## src/rtl/frog_game_ctrl_if.sv

```systemverilog
// Signal bundle between the frog game controller and its frame source / consumers.
// The master side drives per-pixel masks and frame pulses; the slave side returns game state.
interface frog_game_ctrl_if #(
  parameter int SCORE_W = 8
);
  logic               i_pix_stb;
  logic               i_animate;
  logic               i_start;
  logic               i_fr;
  logic [2:0]         i_hazard;
  logic [11:0]        i_frog_y1;
  logic [1:0]         o_state;
  logic [2:0]         o_lives;
  logic [SCORE_W-1:0] o_score;
  logic               o_freeze;
  logic               o_flash;
  logic               o_frog_rst;

  modport master (
    output i_pix_stb, i_animate, i_start, i_fr, i_hazard, i_frog_y1,
    input  o_state, o_lives, o_score, o_freeze, o_flash, o_frog_rst
  );

  modport slave (
    input  i_pix_stb, i_animate, i_start, i_fr, i_hazard, i_frog_y1,
    output o_state, o_lives, o_score, o_freeze, o_flash, o_frog_rst
  );
endinterface

```

## src/rtl/frog_game_ctrl.sv

```systemverilog
// Frog game state machine: per-frame hit/goal evaluation, lives, score and respawn control.
// Optional macro FROG_BONUS_LIFE_EN grants a life on every 4th goal (capped at LIVES).
module frog_game_ctrl #(
  parameter int LIVES      = 3,
  parameter int HIT_FRAMES = 60,
  parameter int WIN_FRAMES = 30,
  parameter int GOAL_Y     = 40,
  parameter int SCORE_W    = 8
) (
  input  logic             i_clk,
  input  logic             i_rst,
  frog_game_ctrl_if.slave  bus
);

  localparam logic [2:0]  LIVES_L = 3'(LIVES);
  localparam logic [7:0]  HIT_L   = 8'(HIT_FRAMES);
  localparam logic [7:0]  WIN_L   = 8'(WIN_FRAMES);
  localparam logic [11:0] GOAL_L  = 12'(GOAL_Y);

  typedef enum logic [1:0] {
    PLAY = 2'b00,
    HIT  = 2'b01,
    WIN  = 2'b10,
    OVER = 2'b11
  } state_t;

  state_t             state, state_nxt;
  logic [2:0]         lives, lives_nxt;
  logic [SCORE_W-1:0] score, score_nxt;
  logic [7:0]         cnt, cnt_nxt;
  logic               hit_flag, hit_nxt;
  logic               flash, flash_nxt;
  logic               frog_rst, frog_rst_nxt;
  logic               freeze;
  logic               overlap;
  logic               frame_hit;

  function automatic logic [SCORE_W-1:0] sat_inc(input logic [SCORE_W-1:0] v);
    return (&v) ? v : v + 1'b1;
  endfunction

  always_comb begin
    overlap      = bus.i_pix_stb & bus.i_fr & (|bus.i_hazard) & (state == PLAY);
    frame_hit    = hit_flag | overlap;
    state_nxt    = state;
    lives_nxt    = lives;
    score_nxt    = score;
    cnt_nxt      = cnt;
    flash_nxt    = flash;
    frog_rst_nxt = 1'b0;

    case (state)
      PLAY: begin
        if (bus.i_animate) begin
          if (frame_hit) begin
            if (lives == 3'd1) begin
              lives_nxt = 3'd0;
              state_nxt = OVER;
            end else begin
              lives_nxt = lives - 3'd1;
              cnt_nxt   = HIT_L;
              state_nxt = HIT;
            end
          end else if (bus.i_frog_y1 <= GOAL_L) begin
            score_nxt = sat_inc(score);
            cnt_nxt   = WIN_L;
            state_nxt = WIN;
`ifdef FROG_BONUS_LIFE_EN
            if ((score_nxt[1:0] == 2'b00) && (lives < LIVES_L))
              lives_nxt = lives + 3'd1;
`endif
          end
        end
      end
      HIT: begin
        if (bus.i_animate) begin
          cnt_nxt   = cnt - 8'd1;
          flash_nxt = ~flash;
          if (cnt == 8'd1) begin
            flash_nxt    = 1'b0;
            frog_rst_nxt = 1'b1;
            state_nxt    = PLAY;
          end
        end
      end
      WIN: begin
        if (bus.i_animate) begin
          cnt_nxt = cnt - 8'd1;
          if (cnt == 8'd1) begin
            frog_rst_nxt = 1'b1;
            state_nxt    = PLAY;
          end
        end
      end
      default: begin
        // Restart is level-sampled on any cycle, not tied to the frame pulse
        if (bus.i_start) begin
          lives_nxt    = LIVES_L;
          score_nxt    = '0;
          frog_rst_nxt = 1'b1;
          state_nxt    = PLAY;
        end
      end
    endcase

    hit_nxt = (bus.i_animate || (state_nxt != state)) ? 1'b0 : frame_hit;
  end

  always_ff @(posedge i_clk) begin
    if (i_rst) begin
      state    <= PLAY;
      lives    <= LIVES_L;
      score    <= '0;
      cnt      <= '0;
      hit_flag <= 1'b0;
      flash    <= 1'b0;
      frog_rst <= 1'b0;
      freeze   <= 1'b0;
    end else begin
      state    <= state_nxt;
      lives    <= lives_nxt;
      score    <= score_nxt;
      cnt      <= cnt_nxt;
      hit_flag <= hit_nxt;
      flash    <= flash_nxt;
      frog_rst <= frog_rst_nxt;
      freeze   <= (state_nxt != PLAY);
    end
  end

  assign bus.o_state    = state;
  assign bus.o_lives    = lives;
  assign bus.o_score    = score;
  assign bus.o_freeze   = freeze;
  assign bus.o_flash    = flash;
  assign bus.o_frog_rst = frog_rst;

endmodule

```

## src/flat_wrapper.sv

```systemverilog
// flat-port wrapper written by rule: the top's interface ports become plain ports
module frog_game_ctrl_flat 
#(
  parameter int LIVES      = 3,
  parameter int HIT_FRAMES = 60,
  parameter int WIN_FRAMES = 30,
  parameter int GOAL_Y     = 40,
  parameter int SCORE_W    = 8
)
  (i_clk, i_rst, bus_i_pix_stb, bus_i_animate, bus_i_start, bus_i_fr, bus_i_hazard, bus_i_frog_y1, bus_o_state, bus_o_lives, bus_o_score, bus_o_freeze, bus_o_flash, bus_o_frog_rst);
  frog_game_ctrl_if #(.SCORE_W(SCORE_W)) bus_i ();
  input  logic i_clk;
  input  logic i_rst;
  input wire logic [$bits(bus_i.i_pix_stb)-1:0] bus_i_pix_stb;
  input wire logic [$bits(bus_i.i_animate)-1:0] bus_i_animate;
  input wire logic [$bits(bus_i.i_start)-1:0] bus_i_start;
  input wire logic [$bits(bus_i.i_fr)-1:0] bus_i_fr;
  input wire logic [$bits(bus_i.i_hazard)-1:0] bus_i_hazard;
  input wire logic [$bits(bus_i.i_frog_y1)-1:0] bus_i_frog_y1;
  output wire logic [$bits(bus_i.o_state)-1:0] bus_o_state;
  output wire logic [$bits(bus_i.o_lives)-1:0] bus_o_lives;
  output wire logic [$bits(bus_i.o_score)-1:0] bus_o_score;
  output wire logic [$bits(bus_i.o_freeze)-1:0] bus_o_freeze;
  output wire logic [$bits(bus_i.o_flash)-1:0] bus_o_flash;
  output wire logic [$bits(bus_i.o_frog_rst)-1:0] bus_o_frog_rst;
  assign bus_i.i_pix_stb = bus_i_pix_stb;
  assign bus_i.i_animate = bus_i_animate;
  assign bus_i.i_start = bus_i_start;
  assign bus_i.i_fr = bus_i_fr;
  assign bus_i.i_hazard = bus_i_hazard;
  assign bus_i.i_frog_y1 = bus_i_frog_y1;
  assign bus_o_state = bus_i.o_state;
  assign bus_o_lives = bus_i.o_lives;
  assign bus_o_score = bus_i.o_score;
  assign bus_o_freeze = bus_i.o_freeze;
  assign bus_o_flash = bus_i.o_flash;
  assign bus_o_frog_rst = bus_i.o_frog_rst;
  frog_game_ctrl #(.LIVES(LIVES), .HIT_FRAMES(HIT_FRAMES), .WIN_FRAMES(WIN_FRAMES), .GOAL_Y(GOAL_Y), .SCORE_W(SCORE_W)) u_core (.i_clk(i_clk), .i_rst(i_rst), .bus(bus_i));
endmodule
```

## config.mk

```make
export PLATFORM = sky130hd
export DESIGN_NAME = frog_game_ctrl_flat
export DESIGN_NICKNAME = d
export VERILOG_FILES = /design/src/rtl/frog_game_ctrl_if.sv /design/src/rtl/frog_game_ctrl.sv /design/src/flat_wrapper.sv
export SDC_FILE = /design/constraint.sdc
export NUM_CORES = 1
export LEC_CHECK = 0
export BUFFER_PORTS_ARGS = -buffer_cell sky130_fd_sc_hd__buf_2
export CAP_MARGIN = 0
export CORE_ASPECT_RATIO = 0.8
export CORE_MARGIN = 1.5
export CORE_UTILIZATION = 55
export DETAILED_ROUTE_END_ITERATION = 7
export PLACE_DENSITY = 0.81
export SLEW_MARGIN = 5
export SYNTH_ARGS = -nofsm -noshare
export SYNTH_HDL_FRONTEND = slang
export SYNTH_SLANG_ARGS = --single-unit
```

## constraint.sdc

```tcl
create_clock -name i_clk -period 3.45 [get_ports i_clk]
set_input_delay 0.345 -clock i_clk [delete_from_list [all_inputs] [get_ports i_clk]]
set_output_delay 0.345 -clock i_clk [all_outputs]
set_load 0.01 [all_outputs]
```

## After elaboration in Yosys (flattened, before gate mapping)

Index checks and enable logic that the tools add are counted.

| operators by class | value |
|---|---|
| add/subtract/negate cells | 3 |
| $lt $le $gt $ge | 1 |
| equality and inequality tests | 13 |
| multiplexer cells | 30 |
| bitwise gates (word level) | 6 |
| reductions and logical operators | 13 |

Operators by type and width:

| kind | number |
|---|---|
| $mux W8 | 10 |
| $pmux W8 S2 | 2 |
| $mux W2 | 7 |
| $le A12 B6 Y1 const B | 1 |
| $mux W3 | 4 |
| $add A8 B1 Y8 const B | 1 |
| $eq A8 B1 Y1 const B | 1 |
| $ne A2 B2 Y1 const B | 4 |
| $reduce_and A8 Y1 | 1 |
| $sub A8 B1 Y8 const B | 1 |
| $pmux W3 S2 | 1 |
| $reduce_and A6 Y1 | 1 |
| $reduce_bool A2 Y1 | 3 |
| $reduce_and A5 Y1 | 1 |
| $mux W1 | 4 |
| $ne A2 B1 Y1 const B | 2 |
| $pmux W2 S2 | 1 |
| $reduce_and A4 Y1 | 1 |
| $reduce_or A2 Y1 | 2 |
| $and A1 B1 Y1 | 3 |
| $eq A3 B1 Y1 const B | 1 |
| $ne A3 B2 Y1 const B | 1 |
| $ne A3 B3 Y1 const B | 1 |
| $reduce_or A3 Y1 | 1 |
| 10 further kinds | 11 |

| word-level totals | value |
|---|---|
| register bits | 25 |
| bits of input ports | 21 |
| output and inout bits | 16 |

## Longest topological paths before layout

| depth | value |
|---|---|
| word-level depth | 10 |
| gate-level depth with buffers | 8 |
| depth with buffers taken out | 7 |

## Worst setup path after synthesis

No wires, ideal clock.

| timing | value |
|---|---|
| path type | flip-flop to flip-flop |
| start | register u_core.state[0] (netlist: u_core.bus.o_state[0]) |
| end | register u_core.score[5] (netlist: u_core.bus.o_score[5]) |
| library setup time | 0.059 ns |
| arrival | 1.962 ns |
| slack | 1.428 ns |
| stages on the path, launching flop included | 8 |
| buffers on the path | 0 |
| clock period less this slack | 2.022 ns |
| path through | dfxtp_1 inv_1 ha_1 mux2i_1 or2_2 o21ai_0 or4_1 nand2_1 |

| on the way | value |
|---|---|
| word-level cells in the longest chain between the ends | 5 |
| elaborated cells on any way between the ends | 14 |

Ends and longest elaborated chain:

| element | line | source |
|---|---|---|
| from (decl) | frog_game_ctrl.sv:27 | `state_t state, state_nxt;` |
| from (signal assigned) | frog_game_ctrl.sv:120 | `state <= state_nxt;` |
| $logic_not A2 Y1 | frog_game_ctrl.sv:43, frog_game_ctrl.sv:52 |  |
| $and A1 B1 Y1 | frog_game_ctrl.sv:43 | `overlap = bus.i_pix_stb & bus.i_fr & (\|bus.i_hazard) & (state == PLAY);` |
| $or A1 B1 Y1 | frog_game_ctrl.sv:44 | `frame_hit = hit_flag \| overlap;` |
| $ne A2 B2 Y1 (no line) | - |  |
| $reduce_and A6 Y1 (no line) | - |  |
| to (signal assigned) | frog_game_ctrl.sv:122 | `score <= score_nxt;` |
| to (decl) | frog_game_ctrl.sv:29 | `logic [SCORE_W-1:0] score, score_nxt;` |

Parallel ways exist; a longest one is shown, timed or not.
A chain may end at the register's enable or synchronous reset.

## Worst setup path after layout

| timing | value |
|---|---|
| start | register u_core.state[0] (netlist: u_core.bus.o_state[0]) |
| end | register u_core.cnt[2] |

| on the way | value |
|---|---|
| word-level cells in the longest chain between the ends | 6 |
| elaborated cells on any way between the ends | 15 |

Ends and longest elaborated chain:

| element | line | source |
|---|---|---|
| $logic_not A2 Y1 | frog_game_ctrl.sv:43, frog_game_ctrl.sv:52 |  |
| $and A1 B1 Y1 | frog_game_ctrl.sv:43 |  |
| $or A1 B1 Y1 | frog_game_ctrl.sv:44 |  |
| $mux W8 | frog_game_ctrl.sv:55 | `if (frame_hit) begin` |
| $mux W8 | frog_game_ctrl.sv:54 | `if (bus.i_animate) begin` |
| $pmux W8 S2 | frog_game_ctrl.sv:52 | `case (state)` |
| to (signal assigned) | frog_game_ctrl.sv:123 | `cnt <= cnt_nxt;` |
| to (decl) | frog_game_ctrl.sv:30 | `logic [7:0] cnt, cnt_nxt;` |

Parallel ways exist; a longest one is shown, timed or not. The select of a mux whose other input is x is not followed.

==> flow_metrics.py <==
metrics = {
    "cts": {
        "ctsHoldBuffers": 0,
        "post_cts_buffers": 0,
        "clockBufferDepth": 2,
        "cts_tree": "yes",
        "clk_latency_ns": 0.32,
        "post_cts_resize_count": 0,
        "cts_root_buffer": "clkbuf_4",
        "cts_sinks": 25,
        "path_clk_slew_ns": 0.13,
        "cts_inserted_buffers": 3,
        "cts_max_level": 1,
    },
    "run_status": {
        "run_status": "completed",
    },
    "logic_synthesis": {
        "synth_flop_cell": "dfxtp_1",
        "syn_area_um2": 1570,
        "ys_warn_count": 0,
        "yosysSeqAreaShare": 0.319,
        "postSynth.asyncResetShare": 0,
        "synthDistinctLibCells": 46,
        "synth_edf_count": 0,
        "syn_avg_cell_area_um2": 7.96,
        "syn-num-nets": 226,
        "synth_cells": 197,
        "synth_seq_cells": 25,
    },
    "route": {
        "routed_wl_um": 3760,
        "vias_per_cell": 6.13,
        "first_pass_iters": 4,
        "routed-via-count": 1631,
        "drt_iter0_drc": 68,
        "ant_nets": 0,
        "wl_per_cell_um": 14.1,
        "drc": 0,
    },
    "power": {
        "power_density_nw_per_um2": 415,
        "p_seq_frac": 0.453,
        "intPower_w": 0.000459,
        "switching_power_w": 0.000282,
        "leakage_nw": 0.775,
        "share_comb_of_total_power": 0.374,
        "clock_power_share": 0.174,
        "p_sw_frac": 0.381,
        "peakVddDrop_mv": 0.233,
    },
    "global_route": {
        "grt_pass1_vias": 1415,
        "antenna_found_initial": 0,
        "groute.usage.overall": 0.255,
        "grt_pass1_wl_um": 6480,
        "overflow": 0,
        "grt_max_degree": 19,
    },
    "critical_path": {
        "start_kind": "flip-flop",
        "ff2ff_setup_slack_ns": 0.85,
        "critPathRequiredTime_ns": 3.64,
        "crit_family": "compound AO/OA/AOI/OAI gates",
        "max_stage_delay_ns": 0.63,
        "worst-setup-path-type": "flip-flop to flip-flop",
        "critPathMaxFanout": 15,
        "crit_arrival_ns": 2.80,
        "path_buf_inv": 1,
        "cp_cell_sequence": "inv_1 > ha_1 > a41oi_2 > a21oi_1 > nor3_1 > a311oi_1",
        "slowest_stage": "a41oi_2",
        "crit_path_end_kind": "flip-flop",
    },
    "placement": {
        "placedCellCount": 262,
        "gp_congestion": 0.942,
        "io_buffers": 36,
        "hpwl_um": 2860,
    },
    "final_layout": {
        "nNetsFinal": 258,
        "layout_commonest_cell": "buf_2",
        "nFillCells": 235,
        "mostFrequentLayoutCells": "buf_2 (36), dfxtp_1 (25), o21ai_0 (18)",
        "drive_above_1_share": 0.206,
        "syn2layout_area_growth_pct": 13.8,
        "diodes": 0,
        "fin_cells": 266,
    },
    "floorplan": {
        "die_h_um": 50.8,
        "rows": 17,
        "num_io_pins": 37,
        "start_util": 0.572,
        "die-area_um2": 3180,
        "core_um2": 2740,
        "die_w_um": 62.7,
    },
    "sta": {
        "worstMarginPinSlew_ns": 0.647,
        "relSlewSlack": 0.569,
        "hold_viol": 0,
        "setup_violations": 0,
        "timing.final.crit_share": 0.754,
        "fin_crit_ns": 2.60,
        "maxSlewViolCount": 0,
        "finClkSkew_ns": 0.00461,
        "rsz0062_at_grt": "no",
        "max_freq_ghz": 0.384,
        "setup_tns_ns": 0,
    },
    "flow_run": {
        "max_cap_viol_count": 0,
    },
    "hold_path": {
        "hold_class": "input port to flip-flop",
    },
}
## kinds of logic (layout without fill, tap and decap cells)
kind of cell | count (synthesis) | count (layout) | share of synthesized area
AO/OA/AOI/OAI | 63 | 63 | 0.269
XOR/XNOR | 3 | 3 | 0.0167
adder cells (fa/ha/maj) | 8 | 8 | 0.0638
buffers and inverters | 22 | 53 | 0.0550
flip-flops | 25 | 25 | 0.319
multiplexers | 3 | 3 | 0.0191
AND/OR/NAND/NOR | 73 | 73 | 0.258
## metrics by stage
step	power (W)	hold WS, ns	utilization	area (um^2)	setup WS [ns]
detailed placement	0.000610	0.475	0.641	1760	0.871
global placement	0.000609	0.486	0.641	1760	0.982
CTS	0.000741	0.381	0.651	1790	0.853
global route	0.000795	0.387	0.651	1790	0.610
finish	0.000741	0.395	0.651	1790	0.847
floorplan	0.000544	0.450	-	1570	1.43
## cells in the mapped netlist (3+ instances only)
cell	instances	area, um^2
or3_1	5	31.3
clkbuf_1	6	22.5
dfxtp_1	25	500
o211ai_1	3	22.5
nand2_1	7	26.3
and3_1	5	31.3
ha_1	8	100
nor3_1	10	50.1
a21oi_1	15	75.1
nand4_1	6	37.5
buf_2	3	15.0
nor2_1	15	56.3
a311oi_1	4	35.0
xor2_1	3	26.3
o21ai_0	18	90.1
nand3_1	8	40.0
mux2i_1	3	30.0
nor4_1	5	31.3
a31oi_1	7	43.8
inv_1	12	45.0
## worst min-delay path, cell delays in order
cell	delay, ns
buf_2	0.17
nand4_1	0.09
a21oi_1	0.07
## flip-flops by register name, summed over array words and instances (netlist names)
register               count
u_core.bus.o_flash         1
u_core.bus.o_state         2
u_core.hit_flag            1
u_core.bus.o_frog_rst      1
u_core.bus.o_freeze        1
u_core.cnt                 8
u_core.bus.o_score         8
u_core.bus.o_lives         3
## metal layers
| metal | up-vias | GRT usage | wire length [um] |
|---|---|---|---|
| met3 | 6 | 0.0561 | 311 |
| li1 | 810 | - | - |
| met5 | - | 0 | 0 |
| met1 | 732 | 0.384 | 1880 |
| met2 | 83 | 0.360 | 1530 |
| met4 | 0 | 0.0778 | 38 |
## layout make-up
cell class / count / area, um^2 / area share
Clock buffer: 4 / 26.3 / 0.0147
Multi-Input combinational cell: 150 / 982 / 0.550
Sequential cell: 25 / 500 / 0.280
Inverter: 13 / 48.8 / 0.0273
Timing Repair Buffer: 36 / 180 / 0.101
Tap cell: 38 / 47.5 / 0.0266
## power by group through the flow
stage	Sequential, W	Combinational [W]	Clock, W
2_1_floorplan	0.000339	0.000205	0
3_3_place_gp	0.000340	0.000269	0
3_5_place_dp	0.000341	0.000270	0
4_1_cts	0.000335	0.000272	0.000134
5_1_grt	0.000339	0.000312	0.000144
6_report	0.000336	0.000277	0.000129
## path summary, 6_finish.rpt
| check | from | depth (start not counted) | endpoint |
|---|---|---|---|
| setup reg to reg | u_core.bus.o_state[0] | 6 | u_core.cnt[2] |
| setup / recovery | u_core.bus.o_state[0] | 6 | u_core.cnt[2] |
| hold reg to reg | u_core.cnt[6] | 2 | u_core.cnt[6] |
| hold / removal | bus_i_animate | 3 | u_core.bus.o_frog_rst |
No activity file was read; power rests on OpenSTA's default activity.
